**src/rtl/prior_cov_mac_dim_pkg.sv**
```systemverilog
// Shared fixed-point format, dimension limit and FSM state encodings for the
// prior-covariance unit S = A*P*A^T + Q.
package prior_cov_mac_dim_pkg;

    localparam int FXP_N             = 16;
    localparam int FXP_FRAC          = 8;
    localparam int PRIOR_COV_MAX_DIM = 4;

    typedef enum logic [1:0] {
        IDLE = 2'd0,
        PH1  = 2'd1,
        PH2  = 2'd2
    } state_t;

endpackage

```
**src/rtl/prior_cov_mac_dim_mac_lane.sv**
```systemverilog
// One MAC lane: full-precision product, wide accumulator and N-bit narrowing.
// Narrowing saturates when PRIOR_COV_SAT_EN is defined, otherwise it wraps.
module prior_cov_mac_dim_mac_lane #(
    parameter int N     = 16,
    parameter int FRAC  = 8,
    parameter int ACC_W = 34
) (
    input  logic                clk,
    input  logic                rst,
    input  logic                en,
    input  logic                first,
    input  logic                add_q,
    input  logic signed [N-1:0] x,
    input  logic signed [N-1:0] y,
    input  logic signed [N-1:0] q,
    output logic signed [N-1:0] result,
    output logic                sat
);

`ifdef PRIOR_COV_SAT_EN
    localparam bit SAT_EN = 1'b1;
`else
    localparam bit SAT_EN = 1'b0;
`endif

    localparam int HI_W = ACC_W - FRAC;

    logic signed [2*N-1:0]   prod;
    logic signed [ACC_W-1:0] acc;
    logic signed [ACC_W-1:0] q_term;
    logic signed [ACC_W-1:0] sum;
    logic        [N:0]       narrowed;

    // Takes acc[ACC_W-1:FRAC]; dropping the low bits floors toward -inf.
    // Returns {saturated, value}.
    function automatic logic [N:0] narrow(input logic [HI_W-1:0] v);
        logic [HI_W-N:0] hi;
        logic            fits;
        hi   = v[HI_W-1:N-1];
        fits = (&hi) | ~(|hi);
        if (SAT_EN && !fits)
            return {1'b1, v[HI_W-1], {(N-1){~v[HI_W-1]}}};
        return {1'b0, v[N-1:0]};
    endfunction

    assign prod     = (2*N)'(x) * (2*N)'(y);
    assign q_term   = add_q ? (ACC_W'(q) <<< FRAC) : '0;
    assign sum      = (first ? '0 : acc) + ACC_W'(prod) + q_term;
    assign narrowed = narrow(sum[ACC_W-1:FRAC]);
    assign result   = narrowed[N-1:0];
    assign sat      = narrowed[N];

    always_ff @(posedge clk or posedge rst) begin
        if (rst)
            acc <= '0;
        else if (en)
            acc <= sum;
    end

endmodule

```
**src/rtl/prior_cov_mac_dim.sv**
```systemverilog
// S = A*P*A^T + Q for DIM x DIM fixed-point matrices using DIM MAC lanes:
// PH1 builds T = P*A^T, PH2 builds S = A*T + Q. Option macro: PRIOR_COV_SAT_EN.
module prior_cov_mac_dim
    import prior_cov_mac_dim_pkg::*;
#(
    parameter int N    = FXP_N,
    parameter int FRAC = FXP_FRAC,
    parameter int DIM  = 2
) (
    input  logic                   clk,
    input  logic                   rst,
    input  logic                   start,
    input  logic [DIM*DIM*N-1:0]   a_flat,
    input  logic [DIM*DIM*N-1:0]   p_flat,
    input  logic [DIM*DIM*N-1:0]   q_flat,
    output logic                   busy,
    output logic                   done,
    output logic                   ovf,
    output logic [DIM*DIM*N-1:0]   P_PRIOR_FLAT
);

    localparam int ACC_W          = 2*N + $clog2(DIM) + 1;
    localparam int CW             = $clog2(DIM);
    localparam logic [CW-1:0] LAST = CW'(DIM - 1);

    if (DIM < 2 || DIM > PRIOR_COV_MAX_DIM) begin : g_dim_check
        $error("prior_cov_mac_dim: DIM must be in 2..%0d", PRIOR_COV_MAX_DIM);
    end

    state_t state, next_state;

    logic [CW-1:0]       j, k;
    logic signed [N-1:0] a_r [DIM][DIM];
    logic signed [N-1:0] p_r [DIM][DIM];
    logic signed [N-1:0] q_r [DIM][DIM];
    logic signed [N-1:0] t_r [DIM][DIM];
    logic signed [N-1:0] s_r [DIM][DIM];
    logic signed [N-1:0] lane_res [DIM];
    logic [DIM-1:0]      lane_sat;

    logic k_last, j_last, in_run, in_ph2;

    assign k_last = (k == LAST);
    assign j_last = (j == LAST);
    assign in_run = (state == PH1) || (state == PH2);
    assign in_ph2 = (state == PH2);

    always_ff @(posedge clk or posedge rst) begin
        if (rst)
            state <= IDLE;
        else
            state <= next_state;
    end

    always_comb begin
        next_state = state;
        case (state)
            IDLE:    if (start) next_state = PH1;
            PH1:     if (k_last && j_last) next_state = PH2;
            PH2:     if (k_last && j_last) next_state = IDLE;
            default: next_state = IDLE;
        endcase
    end

    // Lane i always owns output row i; j selects the column being built.
    for (genvar i = 0; i < DIM; i++) begin : g_lane
        logic signed [N-1:0] x, y;
        assign x = in_ph2 ? a_r[i][k] : p_r[i][k];
        assign y = in_ph2 ? t_r[k][j] : a_r[j][k];

        prior_cov_mac_dim_mac_lane #(
            .N     (N),
            .FRAC  (FRAC),
            .ACC_W (ACC_W)
        ) u_lane (
            .clk    (clk),
            .rst    (rst),
            .en     (in_run),
            .first  (k == '0),
            .add_q  (in_ph2 && k_last),
            .x      (x),
            .y      (y),
            .q      (q_r[i][j]),
            .result (lane_res[i]),
            .sat    (lane_sat[i])
        );
    end

    for (genvar r = 0; r < DIM; r++) begin : g_out_row
        for (genvar c = 0; c < DIM; c++) begin : g_out_col
            assign P_PRIOR_FLAT[(r*DIM+c)*N +: N] = s_r[r][c];
        end
    end

    always_ff @(posedge clk or posedge rst) begin
        if (rst) begin
            busy <= 1'b0;
            done <= 1'b0;
            ovf  <= 1'b0;
            j    <= '0;
            k    <= '0;
            for (int r = 0; r < DIM; r++) begin
                for (int c = 0; c < DIM; c++) begin
                    a_r[r][c] <= '0;
                    p_r[r][c] <= '0;
                    q_r[r][c] <= '0;
                    t_r[r][c] <= '0;
                    s_r[r][c] <= '0;
                end
            end
        end else begin
            done <= 1'b0;
            case (state)
                IDLE: begin
                    if (start) begin
                        busy <= 1'b1;
                        ovf  <= 1'b0;
                        j    <= '0;
                        k    <= '0;
                        for (int r = 0; r < DIM; r++) begin
                            for (int c = 0; c < DIM; c++) begin
                                a_r[r][c] <= a_flat[(r*DIM+c)*N +: N];
                                p_r[r][c] <= p_flat[(r*DIM+c)*N +: N];
                                q_r[r][c] <= q_flat[(r*DIM+c)*N +: N];
                            end
                        end
                    end
                end
                PH1, PH2: begin
                    if (k_last) begin
                        k   <= '0;
                        j   <= j_last ? '0 : j + 1'b1;
                        ovf <= ovf | (|lane_sat);
                        for (int i = 0; i < DIM; i++) begin
                            if (in_ph2)
                                s_r[i][j] <= lane_res[i];
                            else
                                t_r[i][j] <= lane_res[i];
                        end
                        if (in_ph2 && j_last) begin
                            done <= 1'b1;
                            busy <= 1'b0;
                        end
                    end else begin
                        k <= k + 1'b1;
                    end
                end
                default: ;
            endcase
        end
    end

endmodule
```
**config.mk**
```make
export PLATFORM = sky130hd
export DESIGN_NAME = prior_cov_mac_dim
export DESIGN_NICKNAME = d
export VERILOG_FILES = /design/src/rtl/prior_cov_mac_dim_pkg.sv /design/src/rtl/prior_cov_mac_dim_mac_lane.sv /design/src/rtl/prior_cov_mac_dim.sv
export SDC_FILE = /design/constraint.sdc
export NUM_CORES = 2
export LEC_CHECK = 0
export ABC_AREA = 1
export CORE_ASPECT_RATIO = 1.1
export CORE_MARGIN = 2
export CORE_UTILIZATION = 40
export CTS_CLUSTER_SIZE = 30
export DETAILED_ROUTE_END_ITERATION = 7
export DONT_BUFFER_PORTS = 1
export PLACE_DENSITY = 0.54
export SKIP_LAST_GASP = 1
export SYNTH_ARGS = -nofsm -noshare
export SYNTH_HDL_FRONTEND = slang
export SYNTH_HIERARCHICAL = 1
export SYNTH_SLANG_ARGS = --single-unit
export TNS_END_PERCENT = 50
```
**constraint.sdc**
```tcl
create_clock -name clk -period 14.05 [get_ports clk]
set_input_delay 3.5125 -clock clk [delete_from_list [all_inputs] [get_ports clk]]
set_output_delay 3.5125 -clock clk [all_outputs]
set_load 0.005 [all_outputs]
```
==> run_results.csv <==
group,metric,value,unit
outcome,status,"completed",
worst_setup_path,cp_slowest_cell,"nand2_2",
timing,min_period,10640,ps
floorplan,rows,117,
placement,portBuffers,0,
worst_setup_path,crit_cells,36,
placement,place_congestion,0.907,
global_route,grt_pass1_vias,29551,
logic_synthesis,ys_seq_area_share,25.3,%
global_route,grt-ovfl-total,0,
worst_setup_path,cp_slowest_stage_delay,800,ps
clocking,ctsResizeCount,0,
placement,hpwlAfterDp,85.3,mm
route,wl_per_cell,18.8,µm
worst_setup_path,critPathMaxFanout,50,
logic_synthesis,synth_nets,5763,
worst_setup_path,reg2regPathDepth,36,
worst_setup_path,path_delay_family,"adder cells",
clocking,hold_buffers,0,
worst_setup_path,worstSetupPathType,"reg2reg",
route,drt-met1-wl,52.0,mm
route,wl,113,mm
layout,fin_nets,5579,
timing,finClkSkew,27.2,ps
logic_synthesis,netlist-cell-type-count,54,
worst_hold_path,hold_path_class,"reg2reg",
worst_setup_path,required,14510,ps
global_route,grt.total_usage,24.4,%
floorplan,start_util,40.2,%
route,drc_errors,0,
logic_synthesis,syn-cell-area,37000,µm²
clocking,post_cts_buffers,0,
run,drv_cap,0,
worst_hold_path,min_path_cells,2,
layout,multi_input_area,22400,µm²
route,firstDrtPassIters,6,
clocking,clkSinkCount,375,
floorplan,fp.coreArea,92100,µm²
logic_synthesis,ys_seq_elements,375,
route,viasPerCell,4.91,
route,wl_met3,7.83,mm
worst_setup_path,rrSetupSlack,3410,ps
timing,max_freq,94.0,MHz
floorplan,io_pins,262,
route,dr_wl_met2,49.8,mm
layout,drive_gt1_share,4.41,%
logic_synthesis,yosys.area.top_type_share,25.3,%
worst_setup_path,worstReg2RegStart,"k",
worst_hold_path,hold_path_end,"p_r[3]",
logic_synthesis,syn-instance-count,4951,
floorplan,fp.dieW,294,µm
route,antenna_left,0,
layout,syn2layout_area_growth,5.70,%
logic_synthesis,yosysWarnings,6,
route,top_layer,"met4",
global_route,grt_max_degree,172,
route,vias,29447,
logic_synthesis,syn_avg_cell_area,7.48,µm²
timing,setup_tns,0,ps
timing,relSlewSlack,24.9,%
clocking,clockBufferDepth,3,
timing,period_share,75.7,%
clocking,clk_pin_slew,60,ps
worst_setup_path,rr_endpoint,"P_PRIOR_FLAT[63]",
clocking,cts_made_buffers,44,
clocking,cts-htree-levels,2,
timing,hold_violations,0,
worst_setup_path,crit_arrival,11100,ps
route,drt_iter0_drc,2113,
worst_setup_path,crit_path_start_kind,"register",
worst_hold_path,hp-start,"p_r[3]",
timing,finalSetupViolations,0,
timing,whs,477,ps
floorplan,die_h,323,µm
global_route,antenna_found_initial,0,
logic_synthesis,yosys.area.top_type,"dfrtp_1",
worst_setup_path,crit_top_cell,"nand2_1",
logic_synthesis,ys_top_cells_by_area,"dfrtp_1 25%, fa_1 22%, nand2_1 18%",
timing,tightest_slew,1120,ps
layout,diodes,0,
global_route,grt_pass1_wl,177,mm
timing,rsz0062_at_grt,"false",
clocking,cts_root_buf,"clkbuf_16",
floorplan,die-area,95000,µm²
worst_setup_path,critPathBufInv,6,
layout,fillers,9506,
timing,final_max_slew_viol_count,0,
layout,seqCellArea,9390,µm²
worst_setup_path,end_kind,"register",
clocking,clock_latency,620,ps
clocking,cts_tree,"yes",
## worst reg2reg max path: cells and delay by family (launching register included)
kind / cells / cell delay, ps
AOI/OAI and AO/OA: 1 / 90
xor gates and xnor gates: 1 / 200
adders and majority gates: 9 / 4440
buffers and inverters: 6 / 1040
DFF: 1 / 730
and+or+nand+nor: 19 / 4010
## area by class of cell
| class | instances | area share, % |
|---|---|---|
| multi-input cells | 3246 | 57.2 |
| repair buffers | 33 | 0.697 |
| inverters | 1067 | 10.3 |
| clock inverters | 19 | 0.818 |
| flip-flops and latches | 375 | 24.0 |
| clock buffers | 63 | 3.23 |
| well taps | 1190 | 3.80 |
## layer usage
metal | GRT usage, % | vias to the layer above
met5 | 0 | -
met4 | 6.39 | 0
met3 | 3.90 | 125
met2 | 37.9 | 898
met1 | 35.4 | 14248
li1 | - | 14176
## Yosys cell counts, drive strengths merged
cell type / instances
nand2: 1754
dfrtp: 375
fa: 406
a21oi: 126
a31oi: 5
a31o: 1
o22ai: 6
and2: 5
inv: 1064
nand3: 137
clkinv: 3
o21a: 1
nor2: 140
or2: 10
a21boi: 2
a21o: 9
nor4: 3
o21ai: 293
buf: 150
xnor2: 34
a221oi: 3
o221ai: 2
xor2: 50
a211oi: 1
conb: 2
and3: 2
ha: 211
o211ai: 6
o31ai: 5
nand3b: 3
nand4: 10
o21bai: 9
clkbuf: 113
nor3: 10
## through the flow
step	utilization [%]	setup slack, ps	area, µm²	std cells
floorplan	-	1480	37000	4951
global placement	40.8	3550	37600	5911
detailed placement	40.8	3480	37600	5911
CTS	42.5	3450	39100	5993
global route	42.5	2680	39100	5993
finish	42.5	3410	39100	5993
## registers in the layout, summed over array words and instances, names as in the netlist, 2 cells and up
| name | flops |
|---|---|
| P_PRIOR_FLAT | 64 |
| p_r | 64 |
| a_r | 64 |
| q_r | 64 |
| g_lane.u_lane/acc | 48 |
| state | 2 |
| t_r | 64 |
## worst max path at each step
stage,startpoint,endpoint,slack [ps]
floorplan,rst,P_PRIOR_FLAT[0],1480
detailed placement,k,P_PRIOR_FLAT[47],3480
CTS,k,P_PRIOR_FLAT[63],3450
global placement,k,P_PRIOR_FLAT[63],3550
finish,k,P_PRIOR_FLAT[63],3410
global route,k,t_r[31],2680
## logic make-up (layout without fill, tap and decap cells)
family	after synthesis	in the layout	share of synthesized area, %
simple gates	2074	2074	22.0
buf+inv	1330	1182	14.5
fa+ha+maj	617	617	29.1
compound gates	469	469	6.99
flops	375	375	25.3
xor+xnor	84	84	1.99
other cells	2	2	0.0203
## cells in the final DEF, fill, tap and decap left out, drive strengths merged, types with 12 or more instances in the layout
master,n
nand2,1754
inv,1066
fa,406
dfrtp,375
o21ai,293
ha,211
nor2,140
nand3,137
a21oi,126
clkbuf,63
xor2,50
xnor2,34
buf,33
clkinv,12
Power is not shown: default switching activity piles up to over one toggle a cycle in this logic, so the estimate is an artifact.
